[src/rtl/pwm_pkg.sv]
// Shared register map constants and address helpers for the PWM controller.
package pwm_pkg;
  localparam int PWM_ADDR_W = 5;
  localparam int PWM_DATA_W = 32;

  localparam logic [PWM_ADDR_W-1:0] PWM_REG_CTRL     = 5'd0;
  localparam logic [PWM_ADDR_W-1:0] PWM_REG_PRESCALE = 5'd1;
  localparam logic [PWM_ADDR_W-1:0] PWM_REG_CH_BASE  = 5'd2;
  localparam int                    PWM_CH_STRIDE    = 2;

  function automatic logic [PWM_ADDR_W-1:0] pwm_top_idx(input int n);
    return PWM_ADDR_W'(int'(PWM_REG_CH_BASE) + PWM_CH_STRIDE * n);
  endfunction

  function automatic logic [PWM_ADDR_W-1:0] pwm_cmp_idx(input int n);
    return PWM_ADDR_W'(int'(PWM_REG_CH_BASE) + PWM_CH_STRIDE * n + 1);
  endfunction
endpackage

[src/rtl/pwm_controller_if.sv]
// Single-cycle configuration register port of the PWM controller.
interface pwm_controller_if;
  import pwm_pkg::*;

  logic [PWM_ADDR_W-1:0] cfg_addr;
  logic [PWM_DATA_W-1:0] cfg_wdata;
  logic                  cfg_we;
  logic                  cfg_re;
  logic [PWM_DATA_W-1:0] cfg_rdata;

  modport master (output cfg_addr, cfg_wdata, cfg_we, cfg_re, input cfg_rdata);
  modport slave  (input cfg_addr, cfg_wdata, cfg_we, cfg_re, output cfg_rdata);
endinterface

[src/rtl/pwm_channel.sv]
// One PWM channel: period counter, double-buffered TOP/COMPARE and output flop.
module pwm_channel #(
  parameter int WIDTH = 16
) (
  input  logic             clk,
  input  logic             rst,
  input  logic             tick,
  input  logic             enable,
  input  logic [WIDTH-1:0] top_shadow,
  input  logic [WIDTH-1:0] compare_shadow,
  output logic             pwm_out
);
  logic [WIDTH-1:0] r_cnt;
  logic [WIDTH-1:0] r_top;
  logic [WIDTH-1:0] r_cmp;
  logic             r_out;

  always_ff @(posedge clk or negedge rst) begin
    if (!rst) begin
      r_cnt <= '0;
      r_top <= '0;
      r_cmp <= '0;
      r_out <= 1'b0;
    end else if (!enable) begin
      // Idle channel tracks the shadows so a later enable starts from fresh values.
      r_cnt <= '0;
      r_top <= top_shadow;
      r_cmp <= compare_shadow;
      r_out <= 1'b0;
    end else begin
      r_out <= (r_cnt < r_cmp);
      if (tick) begin
        if (r_cnt == r_top) begin
          r_cnt <= '0;
          r_top <= top_shadow;
          r_cmp <= compare_shadow;
        end else begin
          r_cnt <= r_cnt + 1'b1;
        end
      end
    end
  end

  assign pwm_out = r_out;
endmodule

[src/rtl/pwm_controller.sv]
// Eight-channel PWM peripheral: register file, shared prescaler and channel array.
module pwm_controller
  import pwm_pkg::*;
#(
  parameter int CHANNELS = 8,
  parameter int WIDTH    = 16
) (
  input  logic                clk,
  input  logic                rst,
  pwm_controller_if.slave     bus,
  output logic [CHANNELS-1:0] pwm_en,
  output logic [CHANNELS-1:0] pwm_out
);
  logic [CHANNELS-1:0]   r_ctrl;
  logic [CHANNELS-1:0]   w_ctrl_next;
  logic [CHANNELS-1:0]   w_ch_en;
  logic [WIDTH-1:0]      r_prescale;
  logic [WIDTH-1:0]      r_pre_cnt;
  logic [WIDTH-1:0]      r_top      [CHANNELS];
  logic [WIDTH-1:0]      r_cmp      [CHANNELS];
  logic [WIDTH-1:0]      w_top_next [CHANNELS];
  logic [WIDTH-1:0]      w_cmp_next [CHANNELS];
  logic [PWM_DATA_W-1:0] r_rdata;
  logic [PWM_DATA_W-1:0] w_rdata;
  logic                  w_run;
  logic                  w_tick;
  logic                  w_wr_prescale;
  logic                  w_unused;

  assign w_unused = ^bus.cfg_wdata[PWM_DATA_W-1:WIDTH];

  // Next shadow values include this cycle's write, so a write on the wrap tick is captured.
  always_comb begin
    w_ctrl_next = r_ctrl;
    if (bus.cfg_we && bus.cfg_addr == PWM_REG_CTRL)
      w_ctrl_next = bus.cfg_wdata[CHANNELS-1:0];
    for (int n = 0; n < CHANNELS; n++) begin
      w_top_next[n] = r_top[n];
      w_cmp_next[n] = r_cmp[n];
      if (bus.cfg_we && bus.cfg_addr == pwm_top_idx(n))
        w_top_next[n] = bus.cfg_wdata[WIDTH-1:0];
      if (bus.cfg_we && bus.cfg_addr == pwm_cmp_idx(n))
        w_cmp_next[n] = bus.cfg_wdata[WIDTH-1:0];
    end
  end

  always_comb begin
    w_rdata = '0;
    if (bus.cfg_addr == PWM_REG_CTRL)
      w_rdata = PWM_DATA_W'(r_ctrl);
    else if (bus.cfg_addr == PWM_REG_PRESCALE)
      w_rdata = PWM_DATA_W'(r_prescale);
    for (int n = 0; n < CHANNELS; n++) begin
      if (bus.cfg_addr == pwm_top_idx(n)) w_rdata = PWM_DATA_W'(r_top[n]);
      if (bus.cfg_addr == pwm_cmp_idx(n)) w_rdata = PWM_DATA_W'(r_cmp[n]);
    end
  end

  assign w_wr_prescale = bus.cfg_we && (bus.cfg_addr == PWM_REG_PRESCALE);
  assign w_run         = |r_ctrl;
  // >= keeps the prescaler bounded if PRESCALE shrinks below the running count.
  assign w_tick        = w_run && (r_pre_cnt >= r_prescale);

  always_ff @(posedge clk or negedge rst) begin
    if (!rst) begin
      r_ctrl     <= '0;
      r_prescale <= '0;
      r_pre_cnt  <= '0;
      r_rdata    <= '0;
      for (int n = 0; n < CHANNELS; n++) begin
        r_top[n] <= '0;
        r_cmp[n] <= '0;
      end
    end else begin
      r_ctrl <= w_ctrl_next;
      for (int n = 0; n < CHANNELS; n++) begin
        r_top[n] <= w_top_next[n];
        r_cmp[n] <= w_cmp_next[n];
      end
      if (w_wr_prescale) r_prescale <= bus.cfg_wdata[WIDTH-1:0];
      if (!w_run || w_tick) r_pre_cnt <= '0;
      else                  r_pre_cnt <= r_pre_cnt + 1'b1;
      if (bus.cfg_re) r_rdata <= w_rdata;
    end
  end

  // A disable written this cycle stops the channel at the same edge that drops pwm_en.
  assign w_ch_en       = r_ctrl & w_ctrl_next;
  assign pwm_en        = r_ctrl;
  assign bus.cfg_rdata = r_rdata;

  for (genvar g = 0; g < CHANNELS; g++) begin : g_ch
    pwm_channel #(.WIDTH(WIDTH)) u_ch (
      .clk            (clk),
      .rst            (rst),
      .tick           (w_tick),
      .enable         (w_ch_en[g]),
      .top_shadow     (w_top_next[g]),
      .compare_shadow (w_cmp_next[g]),
      .pwm_out        (pwm_out[g])
    );
  end
endmodule

[src/flat_wrapper.sv]
// flat-port wrapper written by rule: the top's interface ports become plain ports
module pwm_controller_flat import pwm_pkg::*;
#(
  parameter int CHANNELS = 8,
  parameter int WIDTH    = 16
)
  (clk, rst, pwm_en, pwm_out, bus_cfg_addr, bus_cfg_wdata, bus_cfg_we, bus_cfg_re, bus_cfg_rdata);
  pwm_controller_if bus_i ();
  input  logic clk;
  input  logic rst;
  output logic [CHANNELS-1:0] pwm_en;
  output logic [CHANNELS-1:0] pwm_out;
  input wire logic [$bits(bus_i.cfg_addr)-1:0] bus_cfg_addr;
  input wire logic [$bits(bus_i.cfg_wdata)-1:0] bus_cfg_wdata;
  input wire logic [$bits(bus_i.cfg_we)-1:0] bus_cfg_we;
  input wire logic [$bits(bus_i.cfg_re)-1:0] bus_cfg_re;
  output wire logic [$bits(bus_i.cfg_rdata)-1:0] bus_cfg_rdata;
  assign bus_i.cfg_addr = bus_cfg_addr;
  assign bus_i.cfg_wdata = bus_cfg_wdata;
  assign bus_i.cfg_we = bus_cfg_we;
  assign bus_i.cfg_re = bus_cfg_re;
  assign bus_cfg_rdata = bus_i.cfg_rdata;
  pwm_controller #(.CHANNELS(CHANNELS), .WIDTH(WIDTH)) u_core (.clk(clk), .rst(rst), .bus(bus_i), .pwm_en(pwm_en), .pwm_out(pwm_out));
endmodule
[config.mk]
export PLATFORM = sky130hd
export DESIGN_NAME = pwm_controller_flat
export DESIGN_NICKNAME = d
export VERILOG_FILES = /design/src/rtl/pwm_pkg.sv /design/src/rtl/pwm_controller_if.sv /design/src/rtl/pwm_channel.sv /design/src/rtl/pwm_controller.sv /design/src/flat_wrapper.sv
export SDC_FILE = /design/constraint.sdc
export NUM_CORES = 1
export LEC_CHECK = 0
export ABC_AREA = 0
export BUFFER_PORTS_ARGS = -buffer_cell sky130_fd_sc_hd__buf_2
export CAP_MARGIN = 20
export CORE_ASPECT_RATIO = 1.75
export CORE_MARGIN = 2
export CORE_UTILIZATION = 32
export CTS_CLUSTER_DIAMETER = 80
export DETAILED_ROUTE_END_ITERATION = 10
export PLACE_DENSITY = 0.47
export SETUP_SLACK_MARGIN = 0.4
export SLEW_MARGIN = 20
export SYNTH_ARGS = -nofsm -noshare
export SYNTH_HDL_FRONTEND = slang
export SYNTH_SLANG_ARGS = --single-unit
[constraint.sdc]
create_clock -name clk -period 3.7 [get_ports clk]
set_clock_uncertainty 0.2 [all_clocks]
set_input_delay 0.555 -clock clk [delete_from_list [all_inputs] [get_ports clk]]
set_output_delay 0.555 -clock clk [all_outputs]
set_load 0.01 [all_outputs]
==> flow_summary.toml <==
[worst_setup_path]
r2r_cells = 7
critical_path_arrival_ps = 3470
slowest_delay_ps = 810
slowest_stage = "o21ai_4"
worstSetupStartpointType = "flop"
end_kind = "flop"
worst-path-buf-inv = 1
cp_max_fo = 39
crit_type = "reg2reg"
rr_endpoint = "u_core.g_ch[0].u_ch.r_top[8]"
critical-path-top-delay-family = "compound AO/OA/AOI/OAI gates"
r2r-start = "u_core.r_prescale[14]"
crit_chain = "inv_1 -> ha_1 -> nand4_1 -> nor4_2 -> a21oi_4 -> o21ai_4 -> mux2_2"
required_ps = 4050
reg2reg_slack_ps = 590

[die]
die_width_um = 257
die_height_um = 446
start_util = 0.322
core_area_um2 = 111000
placementRows = 162
ioPinCount = 89
die-area_um2 = 115000

[yosys]
yosys.area_share.simple = 0.106
synthesis.area_um2 = 35800
synth_ff_type = "dfrtp_1"
synth_edf_count = 0
synthMuxAreaShare = 0.146
synth.top_cells.by_area = "dfrtp_1 (49%), mux2_2 (14%), ha_1 (5.1%), o21ai_0 (5.0%), xor2_1 (3.4%)"
yosysWarningCount = 0
synthTopCellsByCount = "dfrtp_1 (704), mux2_2 (447), o21ai_0 (359)"
yosysUniqueCellTypes = 70
synthCells = 3356
yosysSeqAreaShare = 0.493
synthXorXnorAreaFrac = 0.0355
synth_top_cell_by_area = "dfrtp_1"
syn_avg_cell_area_um2 = 10.7
synth_seq_cells = 704
synth_compound_area_frac = 0.124
synthMostInstantiatedCell = "dfrtp_1"
synth_top_family_by_area = "multiplexers"
synth_top_area_frac = 0.493
async_reset_ff_frac = 1.00
yosys.area_share.adder = 0.0507

[cts]
cts.sinks = 704
clkTransAtPathRegs_ps = 70
cts_tree = "yes"
htree_levels = 3
cts-root-buf = "clkbuf_16"
cts_made_buffers = 74
clk_path_buf_depth = 3
clock_latency_ps = 680
post_cts_buffers = 0

[hold_path]
hp-class = "in2reg"
holdPathEnd = "u_core.pwm_en[0]"
holdCritStartpoint = "bus_cfg_wdata[0]"
min_path_cells = 2

[detailed_routing]
vias = 26000
drt-pass1-iter-count = 5
ant_nets = 0
dr.first_iter.drc_count = 1604
wirelength_um = 121000
drc = 0
routedWlPerCell_um = 24.3
viasPerCell = 5.22

[run_status]
status = "completed"

[sta]
worst_slew_pin_slew_ps = 1070
finalSetupViolations = 0
hold_viol_final = 0
relSlewSlack = 0.283
rsz0062_at_grt = "true"
finalCritPeriodShare = 0.841
period_minus_slack_ps = 3110
final_max_slew_viol_count = 0
fmax_mhz = 321
setup_tns_ps = 0
setup_slack_ps = 589

[power]
p_per_area_nw_per_um2 = 573
p_leak_nw = 19.0
ir_drop_mv = 0.298

[place]
post-place-ws_ps = 314
place.gp.congestion = 0.921
hpwl_um = 90100
port-buffer-count = 56

[grt]
antenna_found_initial = 16
grt_pass1_vias = 26700
gr-total-overflow = 0
grt_pass1_wl_um = 179000
grtUsageTotal = 0.211
grt_max_degree = 90

[cells_and_area]
nNetsFinal = 3618
areaGrowthSynthToFinish_pct = 13.8
layout-drive-gt1-share = 0.229

[run]
maxCapViolCount = 0
[sequential cells by signal, summed over array words and instances (netlist names)]
name and flops:
u_core.g_ch.u_ch.r_cmp 128, u_core.pwm_en 8, u_core.r_pre_cnt 16, u_core.r_prescale 16, u_core.r_top 128, u_core.g_ch.u_ch.r_top 128, u_core.r_cmp 128, u_core.bus.cfg_rdata 16
u_core.g_ch.u_ch.r_cnt 128, u_core.g_ch.u_ch.pwm_out 8
[repair_timing]
item | in CTS | in global routing
endpoints found under the hold margin | 43 | 0
resized for setup | 1 | 4
pin swaps | 0 | 1
hold buffers | 1 | 0
endpoints found under the setup margin | 11 | 74
[cell type report]
cell class                      count  area, µm²
Clock inverter                     38        375
Clock buffer                       97       2060
Timing Repair Buffer              182       1430
Fill cell                       11300      70400
Sequential cell                   704      17600
Inverter                          176        661
Tap cell                         1476       1850
Antenna cell                        6       15.0
Multi-Input combinational cell   2294      16700
[report_power, final]
group	leakage [nW]	total, mW	internal, mW	switching (mW)
Sequential	9.09	10.4	9.24	1.17
Clock	1.19	7.64	4.25	3.39
Combinational	8.70	5.27	2.30	2.97
Total	19.0	23.3	15.8	7.53
[cells by family (layout without fill, tap and decap cells)]
group	Yosys count	after routing
other	1	22
buffers and inverters	373	493
adder cells (fa/ha/maj)	145	145
AO/OA/AOI/OAI	735	735
flip-flops	704	704
AND/OR/NAND/NOR	789	789
XOR/XNOR	145	145
multiplexers	464	464
[cells in the final DEF (no fill, tap or decap), types with 15 or more instances in the layout]
master | synthesis | routed
a21o_1 | 36 | 36
a21oi_1 | 103 | 103
a221oi_1 | 15 | 15
a22oi_1 | 18 | 18
a31oi_1 | 22 | 22
and3_1 | 65 | 65
buf_12 | 0 | 15
buf_2 | 59 | 54
buf_4 | 29 | 111
clkbuf_16 | 0 | 74
clkinv_2 | 0 | 15
conb_1 | 1 | 16
dfrtp_1 | 704 | 704
ha_1 | 145 | 145
inv_1 | 174 | 174
mux2_2 | 447 | 447
mux2i_1 | 15 | 15
nand2_1 | 246 | 246
nand2b_1 | 46 | 46
nand3_1 | 84 | 84
nand4_1 | 36 | 36
nor2_1 | 181 | 181
nor2b_1 | 29 | 29
nor3_1 | 21 | 21
nor4_1 | 37 | 37
o211ai_1 | 16 | 16
o21ai_0 | 359 | 357
o31ai_1 | 61 | 61
xor2_1 | 137 | 137
[per-layer routing]
metal  wire (µm)  up-vias  global-route usage
li1            -    12000                   -
met1       44600    13200               0.225
met2       66200      498               0.405
met3        4100      224              0.0306
met4        5750       22              0.0968
met5         133        -                   0
[how the worst max path moves through the flow]
stage	start	endpoint	slack (ps)	cells after the start
after detailed placement	u_core.r_prescale[2]	u_core.g_ch[6].u_ch.r_cnt[4]	310	10
after global placement	u_core.r_prescale[2]	u_core.g_ch[6].u_ch.r_cnt[4]	300	10
after CTS	u_core.r_prescale[15]	u_core.g_ch[2].u_ch.r_top[10]	410	9
final	u_core.r_prescale[14]	u_core.g_ch[0].u_ch.r_top[8]	590	7
after floorplan	u_core.r_pre_cnt[15]	u_core.g_ch[1].u_ch.r_cmp[10]	960	8
after global routing	u_core.r_prescale[15]	u_core.g_ch[0].u_ch.r_cmp[4]	350	9
[metrics by stage]
stage	utilization	instance area (µm²)	hold WS (ps)	std cells	total power, mW
2_1_floorplan	-	35800	59.4	3371	13.6
3_3_place_gp	0.344	38200	292	4831	15.8
3_5_place_dp	0.344	38200	296	4831	15.9
4_1_cts	0.366	40700	70.2	4967	23.6
5_1_grt	0.366	40700	115	4968	24.5
6_report	0.366	40700	108	4973	23.3
[worst register-to-register path, cell delays in order (launching register included)]
cell and delay [ps]:
dfrtp_1 350, inv_1 100, ha_1 310, nand4_1 140, nor4_2 490, a21oi_4 160, o21ai_4 810, mux2_2 430
(Power assumes the default switching activity.)
